[config.mk]
export PLATFORM = sky130hd
export DESIGN_NAME = track_decoder_flat
export DESIGN_NICKNAME = d
export VERILOG_FILES = /design/src/rtl/track_pkg.sv /design/src/rtl/track_decoder_if.sv /design/src/rtl/track_decoder_sensor_filter.sv /design/src/rtl/track_decoder.sv /design/src/flat_wrapper.sv
export SDC_FILE = /design/constraint.sdc
export NUM_CORES = 1
export LEC_CHECK = 0
export BUFFER_PORTS_ARGS = -buffer_cell sky130_fd_sc_hd__clkbuf_2
export CAP_MARGIN = 10
export CORE_MARGIN = 3
export CORE_UTILIZATION = 50
export CTS_BUF_LIST = sky130_fd_sc_hd__clkbuf_16
export DETAILED_ROUTE_END_ITERATION = 7
export PLACE_DENSITY = 0.67
export SLEW_MARGIN = 20
export SYNTH_ARGS = -nofsm -noshare
export SYNTH_HDL_FRONTEND = slang
export SYNTH_HIERARCHICAL = 1
export SYNTH_SLANG_ARGS = --single-unit
[constraint.sdc]
create_clock -name clk -period 2.95 [get_ports clk]
set_input_delay 0.295 -clock clk [delete_from_list [all_inputs] [get_ports clk]]
set_output_delay 0.295 -clock clk [all_outputs]
set_load 0.03 [all_outputs]
[src/rtl/track_pkg.sv]
// Shared types and constants for the line-tracker sensor decoder.
package track_pkg;

  typedef enum logic [1:0] {
    HALT      = 2'b00,
    TRACK     = 2'b01,
    RECOVER_L = 2'b10,
    RECOVER_R = 2'b11
  } state_t;

  typedef enum logic {
    LEFT  = 1'b0,
    RIGHT = 1'b1
  } side_t;

  localparam logic [2:0] MODE_STOP     = 3'b000;
  localparam logic [2:0] MODE_LEFT     = 3'b100;
  localparam logic [2:0] MODE_STRAIGHT = 3'b010;
  localparam logic [2:0] MODE_RIGHT    = 3'b001;

endpackage

[src/rtl/track_decoder_if.sv]
// Sensor pins in, steering mode / stop request / state out.
interface track_decoder_if;
  logic       left_signal;
  logic       mid_signal;
  logic       right_signal;
  logic [2:0] mode;
  logic       stop_req;
  logic [1:0] fsm_state;

  modport master (
    output left_signal, mid_signal, right_signal,
    input  mode, stop_req, fsm_state
  );

  modport slave (
    input  left_signal, mid_signal, right_signal,
    output mode, stop_req, fsm_state
  );
endinterface

[src/rtl/track_decoder_sensor_filter.sv]
// One IR sensor: synchroniser chain followed by a stability (debounce) counter.
module sensor_filter #(
  parameter int unsigned SYNC_STAGES   = 2,
  parameter int unsigned STABLE_CYCLES = 100000
) (
  input  logic clk,
  input  logic rst,
  input  logic i_raw,
  output logic o_filt
);
  localparam int unsigned CW = $clog2(STABLE_CYCLES);

  logic [SYNC_STAGES-1:0] r_sync;
  logic [CW-1:0]          r_cnt;
  logic                   r_filt;
  logic                   w_sync;

  assign w_sync = r_sync[SYNC_STAGES-1];
  assign o_filt = r_filt;

  always_ff @(posedge clk) begin
    if (rst) begin
      r_sync <= '0;
      r_cnt  <= '0;
      r_filt <= 1'b0;
    end else begin
      r_sync <= {r_sync[SYNC_STAGES-2:0], i_raw};
      if (w_sync == r_filt) begin
        r_cnt <= '0;
      end else if (r_cnt == CW'(STABLE_CYCLES - 1)) begin
        r_filt <= w_sync;
        r_cnt  <= '0;
      end else begin
        r_cnt <= r_cnt + CW'(1);
      end
    end
  end
endmodule

[src/rtl/track_decoder.sv]
// Line-tracker decoder: three debounced sensors feed the steering FSM.
// Optional line-loss recovery states are built when TRACK_RECOVER_EN is defined.
module track_decoder
  import track_pkg::*;
#(
  parameter int unsigned SYNC_STAGES   = 2,
  parameter int unsigned STABLE_CYCLES = 100000,
  parameter int unsigned LOST_TIMEOUT  = 50000000
) (
  input  logic            clk,
  input  logic            rst,
  track_decoder_if.slave  bus
);
  if (SYNC_STAGES < 2 || STABLE_CYCLES < 2 || LOST_TIMEOUT < 2) begin : g_param_check
    $error("track_decoder: SYNC_STAGES, STABLE_CYCLES and LOST_TIMEOUT must be >= 2");
  end

  logic       w_filt_l;
  logic       w_filt_m;
  logic       w_filt_r;
  logic [2:0] w_p;

  sensor_filter #(.SYNC_STAGES(SYNC_STAGES), .STABLE_CYCLES(STABLE_CYCLES)) u_filt_l (
    .clk(clk), .rst(rst), .i_raw(bus.left_signal), .o_filt(w_filt_l)
  );
  sensor_filter #(.SYNC_STAGES(SYNC_STAGES), .STABLE_CYCLES(STABLE_CYCLES)) u_filt_m (
    .clk(clk), .rst(rst), .i_raw(bus.mid_signal), .o_filt(w_filt_m)
  );
  sensor_filter #(.SYNC_STAGES(SYNC_STAGES), .STABLE_CYCLES(STABLE_CYCLES)) u_filt_r (
    .clk(clk), .rst(rst), .i_raw(bus.right_signal), .o_filt(w_filt_r)
  );

  assign w_p = {w_filt_l, w_filt_m, w_filt_r};

  state_t     r_state;
  logic [2:0] r_mode;
  logic       r_stop;

  assign bus.mode      = r_mode;
  assign bus.stop_req  = r_stop;
  assign bus.fsm_state = r_state;

`ifdef TRACK_RECOVER_EN
  localparam int unsigned TW = $clog2(LOST_TIMEOUT);

  logic [TW-1:0] r_tmo;
  side_t         r_last;

  // mode/stop_req are loaded alongside the next state so all outputs move together.
  always_ff @(posedge clk) begin
    if (rst) begin
      r_state <= HALT;
      r_mode  <= MODE_STOP;
      r_stop  <= 1'b1;
      r_tmo   <= '0;
      r_last  <= LEFT;
    end else begin
      case (r_state)
        HALT: begin
          if (w_p != MODE_STOP) begin
            r_state <= TRACK;
            r_mode  <= w_p;
            r_stop  <= 1'b0;
          end
        end
        TRACK: begin
          if (w_p == 3'b100 || w_p == 3'b110) begin
            r_last <= LEFT;
          end else if (w_p == 3'b001 || w_p == 3'b011) begin
            r_last <= RIGHT;
          end
          if (w_p == MODE_STOP) begin
            r_tmo <= '0;
            if (r_last == LEFT) begin
              r_state <= RECOVER_L;
              r_mode  <= MODE_LEFT;
            end else begin
              r_state <= RECOVER_R;
              r_mode  <= MODE_RIGHT;
            end
          end else begin
            r_mode <= w_p;
          end
        end
        RECOVER_L, RECOVER_R: begin
          // Reacquiring the line wins over an expiring timeout.
          if (w_p != MODE_STOP) begin
            r_state <= TRACK;
            r_mode  <= w_p;
          end else if (r_tmo == TW'(LOST_TIMEOUT - 1)) begin
            r_state <= HALT;
            r_mode  <= MODE_STOP;
            r_stop  <= 1'b1;
          end else begin
            r_tmo <= r_tmo + TW'(1);
          end
        end
      endcase
    end
  end
`else
  always_ff @(posedge clk) begin
    if (rst) begin
      r_state <= HALT;
      r_mode  <= MODE_STOP;
      r_stop  <= 1'b1;
    end else begin
      case (r_state)
        HALT: begin
          if (w_p != MODE_STOP) begin
            r_state <= TRACK;
            r_mode  <= w_p;
            r_stop  <= 1'b0;
          end
        end
        TRACK: begin
          if (w_p == MODE_STOP) begin
            r_state <= HALT;
            r_mode  <= MODE_STOP;
            r_stop  <= 1'b1;
          end else begin
            r_mode <= w_p;
          end
        end
        default: begin
          r_state <= HALT;
          r_mode  <= MODE_STOP;
          r_stop  <= 1'b1;
        end
      endcase
    end
  end
`endif
endmodule
[src/flat_wrapper.sv]
// flat-port wrapper written by rule: the top's interface ports become plain ports
module track_decoder_flat import track_pkg::*;
#(
  parameter int unsigned SYNC_STAGES   = 2,
  parameter int unsigned STABLE_CYCLES = 100000,
  parameter int unsigned LOST_TIMEOUT  = 50000000
)
  (clk, rst, bus_left_signal, bus_mid_signal, bus_right_signal, bus_mode, bus_stop_req, bus_fsm_state);
  track_decoder_if bus_i ();
  input  logic clk;
  input  logic rst;
  input wire logic [$bits(bus_i.left_signal)-1:0] bus_left_signal;
  input wire logic [$bits(bus_i.mid_signal)-1:0] bus_mid_signal;
  input wire logic [$bits(bus_i.right_signal)-1:0] bus_right_signal;
  output wire logic [$bits(bus_i.mode)-1:0] bus_mode;
  output wire logic [$bits(bus_i.stop_req)-1:0] bus_stop_req;
  output wire logic [$bits(bus_i.fsm_state)-1:0] bus_fsm_state;
  assign bus_i.left_signal = bus_left_signal;
  assign bus_i.mid_signal = bus_mid_signal;
  assign bus_i.right_signal = bus_right_signal;
  assign bus_mode = bus_i.mode;
  assign bus_stop_req = bus_i.stop_req;
  assign bus_fsm_state = bus_i.fsm_state;
  track_decoder #(.SYNC_STAGES(SYNC_STAGES), .STABLE_CYCLES(STABLE_CYCLES), .LOST_TIMEOUT(LOST_TIMEOUT)) u_core (.clk(clk), .rst(rst), .bus(bus_i));
endmodule
==> flow_metrics.tcl <==
set metrics [dict create \
    vias_per_cell 5.31 \
    nNetsFinal 318 \
    whs_ns 0.184 \
    hpwl_mm 3.16 \
    grt.total_usage_pct 17.0 \
    crit_fanout 15 \
    leakage_nw 1.11 \
    routedWlPerCell_um 12.5 \
    synth.yosys.seq_area_share_pct 46.6 \
    yosysMostFrequentCell "dfxtp_1" \
    ctsRootBufferMaster "clkbuf_16" \
    min_from "bus_mid_signal" \
    antenna_cells 0 \
    synth-edff-count 0 \
    dp_slack_ns 1.06 \
    p_per_area_nw_per_um2 659 \
    die_area_um2 6520 \
    cpPeakStageDelay_ns 0.46 \
    io-pin-count 11 \
    synth_top_area_cell "dfxtp_1" \
    fin_ws_ns 1.10 \
    area_growth_pct 13.9 \
    endpoint_kind "flop" \
    die_h_um 80.7 \
    grt_first_pass_wirelength_mm 8.58 \
    worst_r2r_endpoint "u_core/u_filt_r/r_cnt[5]" \
    crit_arrival_ns 2.03 \
    netlist_area_um2 2790 \
    critPathBufInv 0 \
    cts_buffers 9 \
    fillCellCount 450 \
    slew_headroom_pct 62.3 \
    gr-total-overflow 0 \
    synthTopCellsByArea "dfxtp_1, xor2_1, nor2_1" \
    fin_util_pct 60.7 \
    ir_drop_mv 0.417 \
    postRouteAntennaNets 0 \
    drv_cap 0 \
    grt_max_degree 18 \
    r2r_start "u_core/u_filt_r/r_cnt[0]" \
    drc 0 \
    startpoint "u_core/u_filt_r/r_cnt[0]" \
    worst_ep_required_time_ns 3.13 \
    startpoint_type "flop" \
    min_period_ns 1.85 \
    finalSetupViolCount 0 \
    fmax_mhz 539 \
    core_um2 5240 \
    ctsResizeCount 0 \
    critical_path_class "reg2reg" \
    netlist_instances 296 \
    cts_buffer_depth 2 \
    grt_setup_unrepaired "no" \
    ys_async_sr_fraction_pct 0 \
    hold_violations 0 \
    cts_hold_buf 0 \
    first_pass_iters 4 \
    antenna_found_initial 0 \
    fin_skew_ns 0.00294 \
    drive_above_1_share_pct 9.58 \
    h-tree-depth 3 \
    worst_pin_slew_ns 0.566 \
    tns_ns 0 \
    ff2ff_path_depth 5 \
    synth_top_cells_by_count "dfxtp_1, nor2_1, xor2_1, xnor2_1, nand3_1" \
    clock-sinks 65 \
    synth_area_per_cell_um2 9.43 \
    cp_slowest_cell "nand2b_1" \
    min_period_over_period_pct 62.8 \
    ys_seq_elements 65 \
    power_w 0.00210 \
    gp_congestion 0.797 \
    die_x_um 80.7 \
    maxSlewViolCount 0 \
    cts_tree "built" \
    first_iter_violations 109 \
    synth_cell_types 30 \
    status "complete, no violations" \
    r2r_slack_ns 1.10 \
    syn_nets 305 \
    hold_path_class "in2reg" \
    path_clk_slew_ns 0.05 \
    synthFlopType "dfxtp_1" \
    start_util_pct 53.3 \
    synth_top_area_share_pct 46.6 \
    holdPathEnd "u_core/u_filt_m/r_sync[0]" \
    drt-total-wl_mm 4.77 \
    vias 2033 \
    rows 26 \
    port_buffers 9 \
    path_cells "ha_1 > and4_1 > nand4_1 > nand2b_1 > nor2_1" \
    post-cts-setup-buffers 0 \
    clk_latency_ns 0.32 \
    worstHoldPathCells 2 \
    synth_warnings 6 \
    first_global_vias 1962 \
    crit_family "simple AND/OR/NAND/NOR gates" \
]
## worst max-delay path by stage
stage / cells after the start / to / slack [ns]
detailed placement: 5 / u_core/u_filt_r/r_cnt[5] / 1.06
global route: 5 / u_core/u_filt_r/r_cnt[7] / 0.91
finish: 5 / u_core/u_filt_r/r_cnt[5] / 1.10
global placement: 5 / u_core/u_filt_r/r_cnt[12] / 1.10
CTS: 5 / u_core/u_filt_r/r_cnt[5] / 1.05
floorplan: 7 / u_core/u_filt_l/r_cnt[10] / 1.42
## cell type report
class	instances	area, um2	area share, %
timing repair buffer	9	45.0	1.42
inverter	4	15.0	0.472
clock inverter	6	76.3	2.40
sequential	65	1300	40.9
clock buffer	9	225	7.08
multi-input combinational	220	1430	45.0
tap	70	87.6	2.75
## report_power, final
| group | internal, W | total, W | switching [W] |
|---|---|---|---|
| Clock | 0.000723 | 0.00107 | 0.000343 |
| Combinational | 0.0000486 | 0.000118 | 0.0000698 |
| Sequential | 0.000898 | 0.000912 | 0.0000140 |
## stage by stage
step           cell area [um2]  std cells
2_1_floorplan             2790        296
3_3_place_gp              2880        368
3_5_place_dp              2880        368
4_1_cts                   3180        383
5_1_grt                   3180        383
6_report                  3180        383
## metal layers
metal | part of all wire [%] | up-vias | track usage, %
met5 | 0 | - | 0
met4 | 1.7 | 0 | 9.63
met3 | 3.6 | 8 | 3.36
met2 | 44 | 34 | 25.8
met1 | 50 | 935 | 22.5
li1 | - | 1056 | -
## kinds of logic after synthesis
group	synth area share [%]
XOR/XNOR	13.5
other	0.134
AND/OR/NAND/NOR	30.8
adder cells (fa/ha/maj)	1.79
buffers and inverters	2.15
AO/OA/AOI/OAI	2.87
multiplexers	2.15
flip-flops	46.6
## cell usage in the layout, fill, tap and decap left out, types with 4 or more instances in the layout
master     synthesis  routed
nor4b_1            6       6
dfxtp_1           65      65
nor3_1             4       4
nor2b_1            7       7
nor4bb_1           6       6
nand2_1           15      15
xor2_1            24      24
nor2_1            55      55
xnor2_1           19      19
inv_1              4       6
mux2i_1            6       6
and4_1             9       9
nand3_1           18      18
ha_1               4       4
a21oi_1            6       6
clkbuf_2           0       9
nand4_1            9       9
clkbuf_16          0       9
## state kept, by name (all words and copies together) (netlist names)
| name | flops |
|---|---|
| u_core/u_filt_l/r_cnt | 17 |
| u_core/u_filt_m/r_cnt | 17 |
| u_core/u_filt_r/r_cnt | 17 |
| u_core/bus.mode | 3 |
| u_core/u_filt_l/r_sync | 2 |
| u_core/u_filt_m/r_sync | 2 |
| u_core/u_filt_r/r_sync | 2 |
| u_core/bus.fsm_state | 1 |
| u_core/bus.stop_req | 1 |
| u_core/u_filt_l/o_filt | 1 |
| u_core/u_filt_m/o_filt | 1 |
| u_core/u_filt_r/o_filt | 1 |
(Power assumes the default switching activity.)
